### src/rtl/prio_enc_disp.sv
// Priority encoder on a synchronized switch vector, with a new-winner counter
// and active-low seven-segment hex decoders for the index and the count.
module prio_enc_disp #(
  parameter int  N         = 8,
  parameter int  LOW_FIRST = 0,
  localparam int IDX_W     = ($clog2(N) < 1) ? 1 : $clog2(N)
) (
  input  logic             clk,
  input  logic             rst_n,
  input  logic [N-1:0]     sw,
  input  logic             en,
  input  logic             hold,
  input  logic             clr,
  output logic [IDX_W-1:0] idx,
  output logic             valid,
  output logic [7:0]       cnt,
  output logic [6:0]       seg_idx,
  output logic [6:0]       seg_cnt_lo,
  output logic [6:0]       seg_cnt_hi
);

  logic [N-1:0]     s1_q, s1_d;
  logic [N-1:0]     s2_q, s2_d;
  logic [IDX_W-1:0] idx_q, idx_d;
  logic             valid_q, valid_d;
  logic [7:0]       cnt_q, cnt_d;

  logic [IDX_W-1:0] win_idx;
  logic             any_req;
  logic             new_winner;

  function automatic logic [6:0] hex_glyph(input logic [3:0] v);
    logic [6:0] g;
    case (v)
      4'h0:    g = 7'h40;
      4'h1:    g = 7'h79;
      4'h2:    g = 7'h24;
      4'h3:    g = 7'h30;
      4'h4:    g = 7'h19;
      4'h5:    g = 7'h12;
      4'h6:    g = 7'h02;
      4'h7:    g = 7'h78;
      4'h8:    g = 7'h00;
      4'h9:    g = 7'h10;
      4'hA:    g = 7'h08;
      4'hB:    g = 7'h03;
      4'hC:    g = 7'h46;
      4'hD:    g = 7'h21;
      4'hE:    g = 7'h06;
      default: g = 7'h0E;
    endcase
    return g;
  endfunction

  // Plain two-flop synchronizer; sw is asynchronous to clk.
  always_comb begin
    s1_d = sw;
    s2_d = s1_q;
  end

  // The last matching index in scan order wins, so the scan direction picks the priority.
  always_comb begin
    win_idx = '0;
    if (LOW_FIRST != 0) begin
      for (int i = N - 1; i >= 0; i--) begin
        if (s2_q[i]) win_idx = IDX_W'(i);
      end
    end else begin
      for (int i = 0; i < N; i++) begin
        if (s2_q[i]) win_idx = IDX_W'(i);
      end
    end
  end

  always_comb begin
    any_req    = en && (|s2_q);
    idx_d      = idx_q;
    valid_d    = valid_q;
    cnt_d      = cnt_q;
    new_winner = 1'b0;
    if (!hold) begin
      valid_d    = any_req;
      idx_d      = any_req ? win_idx : '0;
      new_winner = any_req && ({valid_d, idx_d} != {valid_q, idx_q});
    end
    // Clear beats both hold and a coincident increment.
    if (clr) begin
      cnt_d = 8'h00;
    end else if (new_winner) begin
      cnt_d = cnt_q + 8'd1;
    end
  end

  always_ff @(posedge clk or negedge rst_n) begin
    if (!rst_n) begin
      s1_q    <= '0;
      s2_q    <= '0;
      idx_q   <= '0;
      valid_q <= 1'b0;
      cnt_q   <= 8'h00;
    end else begin
      s1_q    <= s1_d;
      s2_q    <= s2_d;
      idx_q   <= idx_d;
      valid_q <= valid_d;
      cnt_q   <= cnt_d;
    end
  end

  assign idx        = idx_q;
  assign valid      = valid_q;
  assign cnt        = cnt_q;
  assign seg_idx    = valid_q ? hex_glyph(4'(idx_q)) : 7'h7F;
  assign seg_cnt_lo = hex_glyph(cnt_q[3:0]);
  assign seg_cnt_hi = hex_glyph(cnt_q[7:4]);

endmodule

### config.mk
export PLATFORM = sky130hd
export DESIGN_NAME = prio_enc_disp
export DESIGN_NICKNAME = d
export VERILOG_FILES = /design/src/rtl/prio_enc_disp.sv
export SDC_FILE = /design/constraint.sdc
export NUM_CORES = 1
export LEC_CHECK = 0
export ABC_AREA = 1
export BUFFER_PORTS_ARGS = -buffer_cell sky130_fd_sc_hd__buf_4
export CAP_MARGIN = 20
export CORE_ASPECT_RATIO = 1.5
export CORE_MARGIN = 1
export CORE_UTILIZATION = 35
export CTS_CLUSTER_SIZE = 12
export DETAILED_ROUTE_END_ITERATION = 6
export GPL_TIMING_DRIVEN = 0
export SYNTH_ARGS = -nofsm -noshare
export SYNTH_HDL_FRONTEND = slang
export SYNTH_SLANG_ARGS = --single-unit
### constraint.sdc
create_clock -name clk -period 3.2 [get_ports clk]
set_input_delay 0.64 -clock clk [delete_from_list [all_inputs] [get_ports clk]]
set_output_delay 0.64 -clock clk [all_outputs]
set_load 0.005 [all_outputs]
* Word-level counts from Yosys, hierarchy flattened
Memories as Yosys holds them, arrays and structs flattened.
Index checks and enable logic that the tools add are counted.
W data, S select, Z words.
** Word-level totals
- Memory bits (read-only) :: 280
- Bits of input ports :: 13
- Bits in latches :: 0
- Memories kept :: 3
- Bits in registers :: 28
- Word-level logic and storage cells :: 26
- Output and inout port bits :: 33
- RAM bits :: 0
** Operators by class
- Shifts and indexed selects :: 0
- Reduce and logical (&&, ||, !) cells :: 4
- Mux-type cells :: 12
- Add/sub/neg operators :: 1
- Eq/ne operators :: 1
- Bitwise logic cells :: 0
- Divide/modulo/power cells :: 0
- Order comparisons :: 0
- $mul :: 0
** Memories
- (no name shown) :: depth 16, bits a word 7, rd ports 1, clocked after memory_dff 0, wr ports 0, RTL line 34 : case (v)
- (no name shown) :: depth 16, bits a word 7, rd ports 1, clocked after memory_dff 0, wr ports 0, RTL line 34
- (no name shown) :: depth 8, bits a word 7, rd ports 1, clocked after memory_dff 0, wr ports 0, RTL line 34
** Operators with widths (count)
- $mux W3 :: 6
- $mux W8 :: 2
- $add A8 B1 Y8 const B :: 1
- $reduce_or A8 Y1 :: 1
- $mux W7 :: 1
- $ne A4 B4 Y1 :: 1
- $logic_and A1 B1 Y1 :: 2
- $mux W1 :: 2
- $mux W2 :: 1
- $reduce_bool A2 Y1 :: 1

* Depth between registers and ports, before layout
- Word-level depth :: 13
- Mapped depth :: 14
- Gate-level depth less buffers :: 14

* Least setup slack after synthesis
OpenSTA, ideal clock, no wires.
- Kind :: register to output
- Start :: register cnt_q[0], in the netlist cnt[0]
- End :: output seg_cnt_lo[3]
- Data required time :: 2.560 ns
- Arrival :: 1.190 ns
- Path buffers :: 0
- Path slack :: 1.370 ns
- Stages on the path, launching flop included :: 6
- Cell sequence :: dfrtp_1 -> inv_1 -> ha_1 -> a21oi_1 -> o21ai_0 -> o211ai_1
** On the way
- Cells in the longest elaborated chain, start to end :: 1
** Ends and longest elaborated chain
- from (decl) :: RTL line 26 : logic [7:0] cnt_q, cnt_d;
- from (signal assigned) :: RTL line 106 : cnt_q <= cnt_d;
- $mem_v2 Z16 W7
- to (decl) :: RTL line 18 : output logic [6:0] seg_cnt_lo,
Every way passes these cells.

* Worst setup path in the final report
- Start :: register cnt_q[4], in the netlist cnt[4]
- End :: output seg_cnt_hi[3]
** On the way
- Cells in the longest elaborated chain, start to end :: 1
** Ends and longest elaborated chain
- $mem_v2 Z16 W7
- to (decl) :: RTL line 19 : output logic [6:0] seg_cnt_hi
Every way passes these cells.

==> impl_metrics.json <==
{
  "status": "finished clean",
  "p_leak_uw": 0.00122,
  "cts_resized": 0,
  "core_area_um2": 4850,
  "setup_violations": 0,
  "antenna_found_initial": 0,
  "slowest_stage": "dfrtp_1",
  "numCtsBuffers": 3,
  "avgSynthCellArea_um2": 8.04,
  "grt_pass1_wl_um": 5840,
  "die_y_um": 89.3,
  "grt_pass1_vias": 1414,
  "start_util_pct": 36.6,
  "final_max_slew_viol_count": 0,
  "finalCoreUtilization_pct": 46.5,
  "hold_viol_final": 0,
  "cp_common_cell": "o21ai_0",
  "p_clk_share_pct": 28.8,
  "internal-power_uw": 544,
  "skew_ps": 3.47,
  "vias_per_cell": 4.65,
  "endpoint_kind": "output pin",
  "row_count": 31,
  "min_path_type": "in2async",
  "maxCapViolations": 0,
  "synth-main-ff-cell": "dfrtp_1",
  "synth_common_cells": "nand2_1 (50), inv_1 (32), dfrtp_1 (28), nand3_1 (23), ha_1 (17)",
  "drive_gt1_share_pct": 23.0,
  "postSynthCellCount": 221,
  "synth_edf_count": 0,
  "clockRootBuffer": "clkbuf_8",
  "finalSetupTns_ps": 0,
  "r2r_cells": 7,
  "grtUsageTotal_pct": 13.8,
  "drc": 0,
  "fin_crit_ps": 2440,
  "drt_iter0_markers": 37,
  "synth_area_um2": 1780,
  "yosys.cell_types.count": 24,
  "postCtsHoldBufs": 0,
  "die_w_um": 60.2,
  "rsz0062_at_grt": "no",
  "switching_share_pct": 25.1,
  "p_per_area_nw_per_um2": 323,
  "io_buffers": 45,
  "nNetsFinal": 301,
  "crit_family": "flip-flops",
  "yosys_warnings": 0,
  "ant_nets": 0,
  "crit_buf_inv": 2,
  "worst_pin_slew_ps": 342,
  "die_area_um2": 5370,
  "start_kind": "register",
  "clock_sinks": 28,
  "netSwitchingPower_uw": 183,
  "areaGrowthSynthToFinish_pct": 26.8,
  "syn_nets": 251,
  "cp_data_arrival_time_ps": 1800,
  "tritoncts": "done",
  "crit_type": "reg2out",
  "post_drt_wl_per_cell_um": 10.3,
  "clkLatencyLatePin_ps": 270,
  "dr_total_vias": 1561,
  "firstDrtPassIters": 4,
  "yosysMostFrequentCell": "nand2_1",
  "cp_max_fo": 7,
  "maxSlewHeadroom_pct": 77.2,
  "async_flop_share_pct": 100,
  "yosys.area.top_type_share_pct": 39.4,
  "worstPathCellList": "inv_1 -> ha_1 -> a21oi_1 -> o21ai_0 -> o21ai_0 -> buf_4",
  "peakVddDrop_v": 0.000343,
  "fmax_mhz": 410,
  "ys_ff_latch": 28,
  "clockBufferDepth": 2,
  "grt_max_degree": 29,
  "worst-path-stages": 6,
  "seq_power_share_pct": 52.9,
  "place.gp.congestion": 0.793,
  "h-tree-depth": 1,
  "diodes": 0,
  "yosys.area.top_type": "dfrtp_1",
  "path_clk_slew_ps": 90,
  "comb_power_share_pct": 18.3,
  "fin_crit_sh_pct": 76.3,
  "drt-total-wl_um": 3480,
  "post-cts-setup-buffers": 0,
  "num_io_pins": 46,
  "grt.overflow.total": 0,
  "seq_area_frac_synth_pct": 39.4,
  "worstPathRequired_ps": 2560,
  "hpwl_um": 2690,
  "synth.area.top_cells": "dfrtp_1 (39%), ha_1 (12%), nand2_1 (11%)",
  "slowest_delay_ps": 510
}
## final timing paths
kind | start | end | slack, ps
worst max-delay path | cnt[4]$_DFFE_PN0P_ | seg_cnt_hi[3] | 760
worst min-delay path | rst_n | s1_q[5]$_DFF_PN0_ | 270
worst max register to register | cnt[4]$_DFFE_PN0P_ | cnt[7]$_DFFE_PN0P_ | 1600
worst min register to register | s1_q[5]$_DFF_PN0_ | s2_q[5]$_DFF_PN0_ | 350
max in group asynchronous | rst_n | s1_q[6]$_DFF_PN0_ | 2680
min in group clk | s1_q[5]$_DFF_PN0_ | s2_q[5]$_DFF_PN0_ | 350
## layer usage
| layer | vias up | GRT usage, % | wire length [um] |
|---|---|---|---|
| met3 | 6 | 1.88 | 105 |
| li1 | 815 | - | - |
| met5 | - | 0 | 0 |
| met4 | 0 | 4.86 | 50 |
| met2 | 32 | 24.2 | 1770 |
| met1 | 708 | 16.8 | 1550 |
## metrics by stage
stage / instance area (um2) / hold WS [ps] / total power [uW] / setup WS (ps) / instances
CTS: 2250 / 281 / 739 / 744 / 336
global route: 2250 / 279 / 777 / 498 / 336
global placement: 2200 / 331 / 526 / 1050 / 332
detailed placement: 2200 / 336 / 528 / 1060 / 332
floorplan: 1780 / 331 / 459 / 1370 / 221
finish: 2250 / 272 / 727 / 759 / 336
## worst reg2reg max path, stage by stage, from the launching register on
cell	delay, ps
dfrtp_1	510
inv_1	200
nor3_1	310
nand3_1	140
xor2_1	150
inv_1	50
nand4_1	70
nand2_1	60
## power by group through the flow
| stage | registers [uW] | logic, uW | clock network (uW) |
|---|---|---|---|
| after floorplan | 389 | 70.0 | 0 |
| after global placement | 391 | 134 | 0 |
| after detailed placement | 392 | 136 | 0 |
| after CTS | 385 | 136 | 218 |
| after global routing | 387 | 152 | 238 |
| final | 384 | 133 | 210 |
## cell families after synthesis
family          share of synthesized area [%]
buf+inv                                  10.0
simple gates                             25.6
flops                                    39.4
xor+xnor                                 2.46
fa+ha+maj                                12.0
compound gates                           10.5
## cell usage in the layout (no fill, tap or decap)
cell type  netlist  final
buf_2            2      2
o31ai_1          2      2
dfrtp_1         28     28
a21oi_1          9      9
clkbuf_8         1      5
o211ai_1         4      4
nand2_4          2      2
inv_1           32     32
o21ai_0         14     14
nand3_1         23     23
nand3_2          1      1
ha_1            17     17
o21bai_1         1      1
nand4_1         10     10
buf_4            3     48
nor3_1           1      1
a211oi_1         1      1
o22ai_1          1      1
nor2_2           3      3
buf_6            1      1
nor2_1           9      9
xor2_1           5      5
o21ai_1          1      1
nand2_1         50     50
## registers in the layout, summed over array words and instances, names as in the netlist
signal	flops
valid	1
idx	3
s1_q	8
cnt	8
s2_q	8
## layout make-up
cell class	instances	area, um2
Fill cell	510	2600
Multi-Input combinational cell	154	898
Sequential cell	28	701
Timing Repair Buffer	45	338
Inverter	32	120
Tap cell	66	82.6
Buffer	7	57.6
Clock buffer	4	55.1
(Power assumes the default switching activity.)
